### config.mk
export PLATFORM = sky130hd
export DESIGN_NAME = seven_seg_scan
export DESIGN_NICKNAME = d
export VERILOG_FILES = /design/src/rtl/seven_seg_scan.sv
export SDC_FILE = /design/constraint.sdc
export NUM_CORES = 1
export LEC_CHECK = 0
export BUFFER_PORTS_ARGS = -buffer_cell sky130_fd_sc_hd__buf_2
export CORE_MARGIN = 2
export CORE_UTILIZATION = 59
export CTS_CLUSTER_SIZE = 8
export DETAILED_ROUTE_END_ITERATION = 7
export PLACE_DENSITY = 0.92
export SLEW_MARGIN = 20
export SYNTH_ARGS = -nofsm -noshare
export SYNTH_HDL_FRONTEND = slang
export SYNTH_SLANG_ARGS = --single-unit
### constraint.sdc
create_clock -name clk -period 6.84 [get_ports clk]
set_input_delay 0.342 -clock clk [delete_from_list [all_inputs] [get_ports clk]]
set_output_delay 0.342 -clock clk [all_outputs]
set_load 0.03 [all_outputs]
### src/rtl/seven_seg_scan.sv
// seven_seg_scan: N-digit multiplexed seven-segment driver with PWM brightness, dead-time blank
// and per-slot input latching. Defining SEVEN_SEG_BLINK_EN adds blink_mask and a blink counter.
module seven_seg_scan #(
    parameter int NUM_DIGITS  = 4,
    parameter int CLK_DIV     = 100000,
    parameter int BRIGHT_W    = 4
`ifdef SEVEN_SEG_BLINK_EN
    ,
    parameter int BLINK_SLOTS = 256
`endif
) (
    input  logic                    clk,
    input  logic                    reset,
    input  logic [7*NUM_DIGITS-1:0] seg_in,
    input  logic [NUM_DIGITS-1:0]   digit_en,
    input  logic [BRIGHT_W-1:0]     brightness,
`ifdef SEVEN_SEG_BLINK_EN
    input  logic [NUM_DIGITS-1:0]   blink_mask,
`endif
    output logic [NUM_DIGITS-1:0]   AN,
    output logic [6:0]              cathode,
    output logic                    scan_tick
);
    localparam int CNT_W  = $clog2(CLK_DIV);
    localparam int IDX_W  = $clog2(NUM_DIGITS);
    localparam int PROD_W = CNT_W + BRIGHT_W + 1;
    localparam logic [CNT_W-1:0] P_LAST = CNT_W'(CLK_DIV - 1);
    localparam logic [IDX_W-1:0] I_LAST = IDX_W'(NUM_DIGITS - 1);

    logic [CNT_W-1:0]      p_q, p_d;
    logic [IDX_W-1:0]      i_q, i_d;
    logic [6:0]            pat_q, pat_d;
    logic                  en_q, en_d;
    logic [BRIGHT_W-1:0]   bright_q, bright_d;
    logic [NUM_DIGITS-1:0] an_q, an_d;
    logic [6:0]            cathode_q, cathode_d;
    logic                  tick_q, tick_d;

    logic                  wrap;
    logic [6:0]            sel_pat;
    logic                  sel_en;
    logic [PROD_W-1:0]     prod;
    logic [PROD_W-1:0]     on_cycles;
    logic                  blink_dark;
    logic                  lit;

`ifdef SEVEN_SEG_BLINK_EN
    localparam int BLK_N = BLINK_SLOTS * NUM_DIGITS;
    localparam int BLK_W = $clog2(BLK_N);
    logic [BLK_W-1:0] blk_q, blk_d;
    logic             bmask_q, bmask_d;
    logic             sel_bmask;
`endif

    // Slot input mux: pick the pattern and enable of the digit currently being scanned.
    always_comb begin
        sel_pat = 7'h7F;
        sel_en  = 1'b0;
        for (int k = 0; k < NUM_DIGITS; k++) begin
            if (i_q == IDX_W'(k)) begin
                sel_pat = seg_in[7*k +: 7];
                sel_en  = digit_en[k];
            end
        end
    end

    always_comb begin
        wrap     = (p_q == P_LAST);
        p_d      = wrap ? '0 : p_q + 1'b1;
        i_d      = i_q;
        if (wrap) begin
            i_d = (i_q == I_LAST) ? '0 : i_q + 1'b1;
        end
        tick_d   = wrap;
        pat_d    = pat_q;
        en_d     = en_q;
        bright_d = bright_q;
        if (p_q == '0) begin
            pat_d    = sel_pat;
            en_d     = sel_en;
            bright_d = brightness;
        end
    end

`ifdef SEVEN_SEG_BLINK_EN
    always_comb begin
        sel_bmask = 1'b0;
        for (int k = 0; k < NUM_DIGITS; k++) begin
            if (i_q == IDX_W'(k)) begin
                sel_bmask = blink_mask[k];
            end
        end
        bmask_d = (p_q == '0) ? sel_bmask : bmask_q;
        blk_d   = blk_q;
        if (tick_q) begin
            blk_d = (blk_q == BLK_W'(BLK_N - 1)) ? '0 : blk_q + 1'b1;
        end
        blink_dark = blk_q[BLK_W-1] && bmask_q;
    end
`else
    always_comb begin
        blink_dark = 1'b0;
    end
`endif

    // p == 0 is the dead-time cycle; the product is wide enough to never overflow.
    always_comb begin
        prod      = (PROD_W'(bright_q) + PROD_W'(1)) * PROD_W'(CLK_DIV - 1);
        on_cycles = prod >> BRIGHT_W;
        lit       = en_q && !blink_dark && (p_q != '0) && (PROD_W'(p_q) <= on_cycles);
        an_d      = lit ? ~(NUM_DIGITS'(1) << i_q) : '1;
        cathode_d = lit ? pat_q : 7'h7F;
    end

    always_ff @(posedge clk) begin
        if (reset) begin
            p_q       <= '0;
            i_q       <= '0;
            pat_q     <= 7'h7F;
            en_q      <= 1'b0;
            bright_q  <= '0;
            an_q      <= '1;
            cathode_q <= 7'h7F;
            tick_q    <= 1'b0;
        end else begin
            p_q       <= p_d;
            i_q       <= i_d;
            pat_q     <= pat_d;
            en_q      <= en_d;
            bright_q  <= bright_d;
            an_q      <= an_d;
            cathode_q <= cathode_d;
            tick_q    <= tick_d;
        end
    end

`ifdef SEVEN_SEG_BLINK_EN
    always_ff @(posedge clk) begin
        if (reset) begin
            blk_q   <= '0;
            bmask_q <= 1'b0;
        end else begin
            blk_q   <= blk_d;
            bmask_q <= bmask_d;
        end
    end
`endif

    assign AN        = an_q;
    assign cathode   = cathode_q;
    assign scan_tick = tick_q;

endmodule

==> flow_summary.yaml <==
timing:
  finClkSkew_ps: 8.993
  hold_ws_ps: 289.3
  relSlewSlack_pct: 37.95
  period_minus_slack_ps: 6437
  slew_viol_final: 0
  rsz0062_at_grt: "no"
  hold_viol_final: 0
  tightest_slew_ps: 923.6
  setup_tns_ps: 0
  finalCritPeriodShare_pct: 94.11
  max_freq_mhz: 155.3
  setup_viol: 0
detailed_routing:
  routed_wirelength_um: 8641
  wl_per_cell_um: 15.74
  first_pass_iters: 4
  drtIter0Drc: 187
  drc: 0
  ant_nets: 0
  vias: 3242
  viasPerCell: 5.905
run_status:
  status: "complete, no violations"
yosys:
  seq_area_frac_synth_pct: 23.94
  syn_avg_cell_area_sq_um: 8.461
  synth_nets: 536
  ys_ff_latch: 43
  yosysTopAreaCell: "dfxtp_1"
  synth_flop_cell: "dfxtp_1"
  ys_top_cells_by_count: "68 x ha_1, 43 x dfxtp_1, 41 x nand2_1, 39 x nor2_1, 32 x inv_1"
  syn_area_sq_um: 3596
  post_synth_num_cell_types: 52
  synth_most_common_cell: "ha_1"
  yosysWarnings: 0
  ys_async_sr_fraction_pct: 0
  synth-edff-count: 0
  synth_cells: 425
  netlist.area_leader.share_pct: 23.94
  synthTopCellsByArea: "dfxtp_1 24%, ha_1 24%, nand2_1 4.3%"
worst_setup_path:
  cp.arrival_ps: 6630
  reg2reg_from: "bright_q[2]$_SDFFE_PP0P_"
  r2r-end: "cathode[0]$_SDFF_PP1_"
  cp-startpoint: "bright_q[2]$_SDFFE_PP0P_"
  path_buf_inv: 3
  path_depth: 25
  ff2ff_path_depth: 25
  setup.worst_path.end: "cathode[0]$_SDFF_PP1_"
  cp.required_ps: 7030
  max_stage_delay_ps: 570
  cp_max_fo: 11
  cp-end-kind: "register"
  crit_slowest_cell: "or4_1"
  startpoint_type: "register"
  critical_path_class: "register to register"
  regToRegSetupSlack_ps: 400
  cpLargestDelayFamily: "adder cells"
pwr:
  power_density_nw_per_um2: 209.5
  seq_power_share_pct: 32.1
  clockPowerShare_pct: 22.7
  p_leak_nw: 1.919
  swShare_pct: 36.81
  internal_power_w: 0.0005336
  p_sw_w: 0.0003108
  peakVddDrop_v: 0.0001595
  p_comb_share_pct: 45.2
clock_network:
  cts.sinks: 43
  cts_max_level: 2
  cts-root-buf: "clkbuf_8"
  post_cts_buffers: 0
  tritoncts: "built"
  clk_latency_ps: 300
  hold_buffers: 0
  numCtsBuffers: 5
  clk_path_buf_depth: 2
  clk_pin_slew_ps: 80
cells_and_area:
  diodes: 0
  instances_no_fill: 549
  num-nets-final: 585
  drive_gt1_share_pct: 14.56
  syn_to_final_growth_pct: 12.11
global_route:
  grt_overflow: 0
  grt_pass1_vias: 3077
  antenna_found_initial: 0
  grt_pass1_wl_um: 13350
  track_usage_pct: 25.99
  grt_max_degree: 19
placement:
  hpwl_um: 7030
  gp_congestion: 0.9306
  placement.io_buffers: 49
  dp_cells: 542
run:
  cap_violations: 0
worst_hold_path:
  worst_hold_path_type: "primary input to register"
floorplan:
  pin_count: 50
  fp.dieArea_sq_um: 6735
  row_count: 28
  die_w_um: 82.07
  core_area_sq_um: 5921
  initial_utilization_pct: 60.74
  die_height_um: 82.07
-- routing by layer --
| metal | up-vias | global-route usage, % | wire [um] | part of all wire (%) |
|---|---|---|---|---|
| met1 | 1494 | 27.89 | 3385 | 39 |
| met5 | - | 0 | 0 | 0 |
| met2 | 133 | 48.62 | 4387 | 51 |
| li1 | 1595 | - | - | - |
| met3 | 20 | 6.044 | 712 | 8.2 |
| met4 | 0 | 10.33 | 155 | 1.8 |
-- registers in the layout, indices dropped and copies added, names as in the netlist --
name and flops:
en_q 1, scan_tick 1, i_q 2, cathode 7, pat_q 7, p_q 17, AN 4, bright_q 4
-- power by group through the flow --
stage / Sequential, W / Combinational, W / Clock [W]
2_1_floorplan: 0.000276 / 0.000277 / 0
3_3_place_gp: 0.000275 / 0.000351 / 0
3_5_place_dp: 0.000276 / 0.000374 / 0
4_1_cts: 0.000270 / 0.000379 / 0.000193
5_1_grt: 0.000272 / 0.000428 / 0.000202
6_report: 0.000271 / 0.000382 / 0.000192
-- worst reg2reg max path, delay by kind of cell, from the launching register on --
kind	cells	cell delay (ps)
adder cells (fa/ha/maj)	5	1980
flip-flops	1	450
AND/OR/NAND/NOR	8	1660
AO/OA/AOI/OAI	6	1410
buffers and inverters	3	250
XOR/XNOR	3	600
-- area by class of cell --
cell class	instances	area, sq um
repair buffers	52	267.8
fillers	457	1889
well taps	75	93.84
clock buffers	6	72.57
multi-input cells	340	2585
inverters	32	120.1
clock inverters	1	30.03
flip-flops and latches	43	862.1
-- repair_timing --
action                                  CTS  global route
endpoints found under the setup margin    0            11
resized for setup                         0             3
hold endpoints to repair                  0             0
-- cells by family (layout without fill, tap and decap cells) --
group / Yosys count / count (layout) / synth area share [%]
flops: 43 / 43 / 23.94
buf+inv: 42 / 91 / 4.593
xor+xnor: 32 / 32 / 7.794
mux: 8 / 8 / 2.227
compound gates: 84 / 84 / 15.55
simple gates: 143 / 143 / 19.45
fa+ha+maj: 73 / 73 / 26.44
-- cells in the final DEF, fill, tap and decap left out, types with 2 or more instances in the layout --
cell / instances
nor3_1: 3
or3_1: 5
and2_1: 2
o21ai_0: 14
ha_1: 68
fa_1: 5
buf_4: 3
nand3b_1: 2
a211o_1: 8
o211ai_1: 2
a211oi_1: 3
dfxtp_1: 42
nor2_1: 39
inv_1: 32
o21a_1: 4
and3_1: 4
xnor2_1: 16
nand4_1: 7
a21o_1: 5
or2_2: 2
a21oi_1: 25
nand2b_1: 8
or2b_1: 2
o22ai_1: 9
nor2b_1: 3
nand3_1: 14
mux2i_1: 8
nand2_1: 41
nor4_1: 4
clkbuf_8: 5
buf_2: 49
xor2_1: 15
-- metrics by stage --
step	util [%]	area (sq um)	setup slack [ps]	total power (W)
after floorplan	-	3596	707.0	0.0005527
after global placement	66.08	3913	485.6	0.0006263
after CTS	67.81	4015	50.27	0.0008420
after detailed placement	66.08	3913	118.4	0.0006499
after global routing	68.09	4031	4.184	0.0009024
final	68.09	4031	402.6	0.0008444
-- how the worst min path moves through the flow --
| stage | slack, ps | cells past startpoint | endpoint | start |
|---|---|---|---|---|
| 6_report | 290 | 3 | bright_q[2]$_SDFFE_PP0P_ | brightness[2] |
| 5_1_grt | 310 | 3 | bright_q[2]$_SDFFE_PP0P_ | brightness[2] |
| 4_1_cts | 290 | 3 | bright_q[3]$_SDFFE_PP0P_ | brightness[3] |
| 3_5_place_dp | 430 | 1 | cathode[6]$_SDFF_PP1_ | pat_q[6]$_SDFFE_PP1P_ |
| 3_3_place_gp | 420 | 1 | cathode[6]$_SDFF_PP1_ | pat_q[6]$_SDFFE_PP1P_ |
| 2_1_floorplan | 410 | 1 | cathode[0]$_SDFF_PP1_ | pat_q[0]$_SDFFE_PP1P_ |
Power figures use the tool's default switching activity.
